===== src/rtl/mem_arbiter.sv =====
// Arbiter for a single-ported unified memory shared by instruction fetch and load/store.
// Data has priority; fetch is guaranteed a grant after MAX_DSTREAK consecutive data grants.
module mem_arbiter #(
  parameter int ADDR_W      = 32,
  parameter int DATA_W      = 32,
  parameter int MEM_LAT     = 2,
  parameter int MAX_DSTREAK = 4
) (
  input  logic              clock,
  input  logic              start,

  input  logic              if_req,
  input  logic [ADDR_W-1:0] if_addr,
  output logic              if_ready,
  output logic [DATA_W-1:0] if_rdata,

  input  logic              d_req,
  input  logic              d_we,
  input  logic [ADDR_W-1:0] d_addr,
  input  logic [DATA_W-1:0] d_wdata,
  output logic              d_ready,
  output logic [DATA_W-1:0] d_rdata,

  output logic              mem_en,
  output logic              mem_we,
  output logic [ADDR_W-1:0] mem_addr,
  output logic [DATA_W-1:0] mem_wdata,
  input  logic [DATA_W-1:0] mem_rdata,

  output logic              if_stall
);

  typedef enum logic [1:0] {
    S_IDLE   = 2'd0,
    S_ACCESS = 2'd1,
    S_DONE   = 2'd2
  } state_e;

  typedef enum logic {
    OWN_FETCH = 1'b0,
    OWN_DATA  = 1'b1
  } owner_e;

  localparam logic [3:0] LAT_LAST   = 4'(MEM_LAT - 1);
  localparam logic [3:0] STREAK_MAX = 4'(MAX_DSTREAK);

  state_e              state_q,     state_d;
  owner_e              owner_q,     owner_d;
  logic                we_q,        we_d;
  logic [3:0]          lat_q,       lat_d;
  logic [3:0]          streak_q,    streak_d;
  logic                if_ready_q,  if_ready_d;
  logic                d_ready_q,   d_ready_d;
  logic [DATA_W-1:0]   if_rdata_q,  if_rdata_d;
  logic [DATA_W-1:0]   d_rdata_q,   d_rdata_d;
  logic                mem_en_q,    mem_en_d;
  logic                mem_we_q,    mem_we_d;
  logic [ADDR_W-1:0]   mem_addr_q,  mem_addr_d;
  logic [DATA_W-1:0]   mem_wdata_q, mem_wdata_d;

  logic grant_data;

  // Fetch only overrides data once the streak has saturated with a fetch still waiting.
  assign grant_data = d_req && !(if_req && (streak_q == STREAK_MAX));

  always_comb begin
    // NOTE: every _d starts from a default so no path through the case leaves it unassigned (no latches).
    state_d     = state_q;
    owner_d     = owner_q;
    we_d        = we_q;
    lat_d       = lat_q;
    streak_d    = streak_q;
    if_ready_d  = 1'b0;
    d_ready_d   = 1'b0;
    if_rdata_d  = if_rdata_q;
    d_rdata_d   = d_rdata_q;
    mem_en_d    = mem_en_q;
    mem_we_d    = mem_we_q;
    mem_addr_d  = mem_addr_q;
    mem_wdata_d = mem_wdata_q;

    case (state_q)
      S_IDLE: begin
        if (d_req || if_req) begin
          state_d  = S_ACCESS;
          lat_d    = '0;
          mem_en_d = 1'b1;
          if (grant_data) begin
            owner_d     = OWN_DATA;
            we_d        = d_we;
            mem_we_d    = d_we;
            mem_addr_d  = d_addr;
            mem_wdata_d = d_wdata;
            if (if_req && (streak_q != STREAK_MAX)) begin
              streak_d = streak_q + 4'd1;
            end
          end else begin
            owner_d     = OWN_FETCH;
            we_d        = 1'b0;
            mem_we_d    = 1'b0;
            mem_addr_d  = if_addr;
            mem_wdata_d = '0;
            streak_d    = '0;
          end
        end
      end

      S_ACCESS: begin
        if (lat_q == LAT_LAST) begin
          state_d  = S_DONE;
          lat_d    = '0;
          mem_en_d = 1'b0;
          mem_we_d = 1'b0;
          if (owner_q == OWN_FETCH) begin
            if_rdata_d = mem_rdata;
            if_ready_d = 1'b1;
          end else begin
            d_ready_d = 1'b1;
            if (!we_q) begin
              d_rdata_d = mem_rdata;
            end
          end
        end else begin
          lat_d = lat_q + 4'd1;
        end
      end

      S_DONE: begin
        state_d = S_IDLE;
      end

      default: begin
        state_d = S_IDLE;
      end
    endcase
  end

  always_ff @(posedge clock) begin
    // NOTE: non-blocking assignments so every flop samples pre-edge values regardless of statement order.
    if (start) begin
      state_q     <= S_IDLE;
      owner_q     <= OWN_FETCH;
      we_q        <= 1'b0;
      lat_q       <= '0;
      streak_q    <= '0;
      if_ready_q  <= 1'b0;
      d_ready_q   <= 1'b0;
      if_rdata_q  <= '0;
      d_rdata_q   <= '0;
      mem_en_q    <= 1'b0;
      mem_we_q    <= 1'b0;
      mem_addr_q  <= '0;
      mem_wdata_q <= '0;
    end else begin
      state_q     <= state_d;
      owner_q     <= owner_d;
      we_q        <= we_d;
      lat_q       <= lat_d;
      streak_q    <= streak_d;
      if_ready_q  <= if_ready_d;
      d_ready_q   <= d_ready_d;
      if_rdata_q  <= if_rdata_d;
      d_rdata_q   <= d_rdata_d;
      mem_en_q    <= mem_en_d;
      mem_we_q    <= mem_we_d;
      mem_addr_q  <= mem_addr_d;
      mem_wdata_q <= mem_wdata_d;
    end
  end

  assign if_ready  = if_ready_q;
  assign d_ready   = d_ready_q;
  assign if_rdata  = if_rdata_q;
  assign d_rdata   = d_rdata_q;
  assign mem_en    = mem_en_q;
  assign mem_we    = mem_we_q;
  assign mem_addr  = mem_addr_q;
  assign mem_wdata = mem_wdata_q;
  assign if_stall  = if_req & ~if_ready_q;

endmodule


===== config.mk =====
export PLATFORM = sky130hd
export DESIGN_NAME = mem_arbiter
export DESIGN_NICKNAME = d
export VERILOG_FILES = /design/src/rtl/mem_arbiter.sv
export SDC_FILE = /design/constraint.sdc
export NUM_CORES = 1
export LEC_CHECK = 0
export CAP_MARGIN = 20
export CORE_MARGIN = 5
export CORE_UTILIZATION = 57
export DETAILED_ROUTE_END_ITERATION = 10
export DONT_BUFFER_PORTS = 1
export PLACE_DENSITY = 0.83
export REMOVE_ABC_BUFFERS = 1
export SYNTH_ARGS = -nofsm -noshare
export SYNTH_HDL_FRONTEND = slang
export SYNTH_SLANG_ARGS = --single-unit

===== constraint.sdc =====
create_clock -name clock -period 1.9 [get_ports clock]
set_input_delay 0.38 -clock clock [delete_from_list [all_inputs] [get_ports clock]]
set_output_delay 0.38 -clock clock [all_outputs]
set_load 0.01 [all_outputs]

After elaboration in Yosys (flattened, before gate mapping)
Index checks and enable logic that the tools add are counted.
{ "totals": {"register_bits": 144, "inputBits": 133, "out_inout_bits": 133, "wordCells": 62} }
{ "op_classes": {"add_sub_neg": 2, "n_eq_ne": 7, "muxes": 19, "bitwise": 6, "n_reduce_logical": 15} }
{ "ops": {"columns": ["op", "n"], "rows": [
  ["32-bit two-way mux", 2],
  ["4-bit two-way mux", 4],
  ["3-bit AND reduction", 3],
  ["4-bit by 1-bit adder with 4-bit output (second input constant)", 2],
  ["4-bit case mux with 2 select lines", 1],
  ["1-bit two-way mux", 7],
  ["2-bit AND reduction", 3],
  ["1-bit inverter", 5],
  ["4-bit by 1-bit equality test with 1-bit output (second input constant)", 1],
  ["4-bit by 3-bit equality test with 1-bit output (second input constant)", 1],
  ["2-bit two-way mux", 2],
  ["2-bit != test (second input constant)", 2],
  ["4-bit by 3-bit != test with 1-bit output (second input constant)", 1],
  ["1-bit case mux with 2 select lines", 2],
  ["2-bit case mux with 2 select lines", 1],
  ["4-bit AND reduction", 1],
  ["1-bit logical AND", 3],
  ["3-bit OR reduction", 1],
  ["2-bit by 1-bit equality test with 1-bit output (second input constant)", 1],
  ["2-bit logical NOT", 1],
  ["2-bit by 1-bit != test with 1-bit output (second input constant)", 1],
  ["2-bit nonzero test", 1],
  ["1-bit AND", 1],
  ["1-bit logical NOT", 1],
  ["1-bit logical OR", 1]
]} }

Logic depth before layout (Yosys ltp)
{ "depth": {"word_depth": 7, "mapped_depth": 8, "mapped_depth_nobuf": 5} }

Worst setup path after synthesis
OpenSTA, ideal clock, no wires.
{ "synth_path": {"kind": "register to register", "from": "register lat_q[0]", "to": "register d_rdata_q[18], in the netlist d_rdata[18]", "setup_time_ps": 116, "arrival_time_ps": 1793, "t_required_ps": 1784, "setup_slack_ps": -8, "path_stages_with_launch": 8, "synth_period_minus_slack_ps": 1908, "cell_sequence": "dfxtp_1 > ha_1 > or3b_1 > clkbuf_1 > or3_1 > buf_2 > buf_6 > a31o_1"} }
{ "synth_between": {"elab_chain_len": 2} }
{ "synth_rtl": {"columns": ["item", "line", "rtl"], "rows": [
  ["start: declaration", "50", "logic [3:0] lat_q, lat_d;"],
  ["start signal: assignment", "158", "lat_q <= lat_d;"],
  ["4-bit by 1-bit equality test with 1-bit output", "109", "if (lat_q == LAT_LAST) begin"],
  ["4-bit AND reduction (no source line)", null, null],
  ["end signal: assignment", "163", "d_rdata_q <= d_rdata_d;"],
  ["end: declaration", "55", "logic [DATA_W-1:0] d_rdata_q, d_rdata_d;"]
]} }
No other way between the ends.
A chain may end at the register's enable or synchronous reset.

Final worst setup path
{ "layout_path": {"from": "register lat_q[1]", "to": "register d_rdata_q[16], in the netlist d_rdata[16]"} }
The elaborated chain is that of the path after synthesis.

==> run_results.csv <==
group,metric,value,unit
clock_tree,cts_tree,"done",
clock_tree,htreeDepth,4,
synthesis,yosysTopAreaCell,"dfxtp_1",
synthesis,synth.avg_cell_area,9.64,um2
setup_path,arrival,2.26,ns
setup_path,worstPathRequired,2.31,ns
grt,grtUsageTotal,0.265,
worst_hold_path,hold_path_depth,1,
route,dr.pass1.iters,5,
worst_hold_path,worstHoldStart,"d_wdata[31]",
job,maxCapViolations,0,
place,place_ws,-0.0754,ns
route,drt_iter0_drc,409,
die,row_count,37,
timing,worstMarginPinSlew,0.658,ns
grt,antenna_found_initial,0,
layout,drive_gt1_frac,0.157,
die,coreArea,10200,um2
place,port_buffers,0,
setup_path,path_class,"flip-flop to flip-flop",
grt,grt_max_degree,50,
timing,setup_violations,0,
route,totalWireLength,17.0,mm
setup_path,reg2reg_depth,6,
synthesis,synth_cell_type_count,39,
clock_tree,clk_pin_slew,0.06,ns
clock_tree,ctsRootBufferMaster,"clkbuf_8",
synthesis,synth.area.top_cells,"dfxtp_1 (49%), nor4_1 (6.8%), a22o_1 (4.9%)",
route,drc,0,
timing,max_freq,540,MHz
die,fp.dieH,111,um
layout,fin_util,0.674,
timing,fin_worst_skew,0.00674,ns
layout,fill_cells,737,
timing,slew_viol_final,0,
pwr,p_seq_frac,0.447,
timing,setup_tns,0,ns
pwr,combPwrFrac,0.152,
layout,diodes,0,
pwr,switching_share,0.294,
route,wl_per_cell,22.5,um
setup_path,critPathLaunchType,"flip-flop",
layout,syn2layout_area_growth,17.0,%
die,design.die.area,12400,um2
die,ios,266,
clock_tree,clock_latency,0.51,ns
synthesis,synth-seq-area-share,0.491,
grt,grt_first_pass_wirelength,27.0,mm
timing,hold_viol_final,0,
setup_path,rr_startpoint,"lat_q[1]",
run_status,status,"finished clean",
pwr,internal_power,0.00574,W
timing,rsz0062_at_grt,"true",
pwr,power_frac_clock,0.401,
layout,design_area,6870,um2
synthesis,netlist_instances,609,
grt,grt_pass1_vias,5043,
worst_hold_path,worstHoldPathType,"input port to flip-flop",
layout,nNetsFinal,743,
place,dp_cells,690,
route,via_per_inst,6.72,
setup_path,crit_path_end_kind,"flip-flop",
setup_path,crit_start,"lat_q[1]",
pwr,leakage,2.47,nW
route,vias,5074,
layout,stdcell_count,755,
place,place_congestion,0.863,
clock_tree,cts_buffer_depth,2,
synthesis,syn-cell-area,5870,um2
place,place_area,5920,um2
synthesis,synth_top_area_share,0.491,
timing,finalCritPeriodShare,0.974,
place,hpwl,11.2,mm
synthesis,yosys_warnings,0,
timing,worst_slack,0.0497,ns
timing,period_minus_slack,1.85,ns
die,start_util,0.577,
route,ant_nets,0,
pwr,switching_power,0.00239,W
pwr,powerDensity,1180,nW/um2
pwr,ir_drop,0.000598,V
grt,globalRouteOverflowTotal,0,
setup_path,path_max_fanout,10,
clock_tree,cts.sinks,144,
synthesis,synth_seq_cells,144,
clock_tree,cts_buffers,17,
timing,slew_headroom,0.561,
die,die_w,111,um
-- power by group through the flow --
stage          Sequential (W)  Combinational (W)  Clock [W]
6_report              0.00363            0.00124    0.00326
5_1_grt               0.00366            0.00136    0.00347
4_1_cts               0.00363            0.00121    0.00329
3_5_place_dp          0.00370            0.00114          0
3_3_place_gp          0.00369            0.00110          0
2_1_floorplan         0.00363           0.000756          0
-- through the flow --
| step | power [W] | hold slack [ns] |
|---|---|---|
| after CTS | 0.00814 | 0.0111 |
| final | 0.00813 | 0.0179 |
| after detailed placement | 0.00484 | 0.462 |
| after global routing | 0.00848 | 0.00189 |
| after global placement | 0.00479 | 0.458 |
| after floorplan | 0.00439 | 0.440 |
-- layout make-up --
type                            count  area (um2)  area share
Clock buffer                       20         455      0.0663
Clock inverter                     12         133      0.0193
Inverter                           36         135      0.0197
Multi-Input combinational cell    352        2540       0.370
Sequential cell                   144        2880       0.420
Tap cell                          136         170      0.0248
Timing Repair Buffer               55         553      0.0805
-- flip-flops by register name (all words and copies together), names as in the netlist --
signal / count
d_rdata: 32
if_rdata: 32
mem_addr: 32
mem_wdata: 32
lat_q: 4
streak_q: 4
state_q: 2
d_ready: 1
if_ready: 1
mem_en: 1
mem_we: 1
owner_q: 1
we_q: 1
-- critical path, stage by stage (launching register included) --
cell	delay, ns
dfxtp_1	0.31
inv_1	0.05
ha_1	0.15
or3b_4	0.40
or3_4	0.40
buf_4	0.18
a31o_2	0.24
-- cells by family (layout without fill, tap and decap cells) --
kind of cell,after synthesis,in the layout,synth area share
and+or+nand+nor,200,200,0.205
AOI/OAI and AO/OA,148,148,0.214
DFF,144,144,0.491
buffers and inverters,113,123,0.0816
adders and majority gates,4,4,0.00852
-- path summary, 6_finish.rpt --
kind	to	slack [ns]
worst max-delay path	d_rdata[16]	0.05
worst min-delay path	mem_wdata[31]	0.02
worst max register to register	d_rdata[16]	0.05
worst min register to register	owner_q	0.51
-- routing by layer --
layer,global-route usage,up-vias,routed length [um]
li1,-,2335,-
met1,0.297,2432,6250
met2,0.453,267,8700
met3,0.0978,40,1550
met4,0.116,0,461
met5,0,-,0
-- Yosys cell counts, drive strengths merged --
library cell and number:
clkbuf 59, or2 2, o21a 1, a21oi 6
o31ai 1, dfxtp 144, o221ai 33, a21o 1
buf 18, and2 1, and4b 1, nor2b 2
a32o 3, inv 35, or3 4, nor3 2
nand2 5, a31o 64, a22o 33, and3 1
nor3b 3, nor4 64, nand4 35, a31oi 2
nand4b 3, nand3 35, or3b 2, or4 1
a211oi 1, nor2 4, clkinv 1, o21ai 3
nand2b 35, ha 4
-- timing repair --
item	in CTS	in global routing
setup buffers	0	0
setup endpoints to repair	64	5
cloned	0	0
endpoints found under the hold margin	42	0
hold buffers	33	0
gates resized for setup	3	3
-- placed cells by master (no fill, tap or decap), types with 3 or more instances in the layout --
cell type,count
dfxtp_1,144
dlygate4sd3_1,33
nor2_1,4
nand3_1,35
o221ai_1,33
buf_12,4
a32o_1,3
a22o_1,33
clkinvlp_4,3
buf_4,17
clkinv_2,3
clkbuf_8,4
clkbuf_16,16
a21oi_1,6
nand4_1,35
a31o_1,31
inv_1,35
nand2_1,5
nand4b_1,3
ha_1,4
nand2b_1,34
a31o_2,33
nor3b_1,3
nor4_1,63
Note: power is estimated with default switching activity, not from simulation.
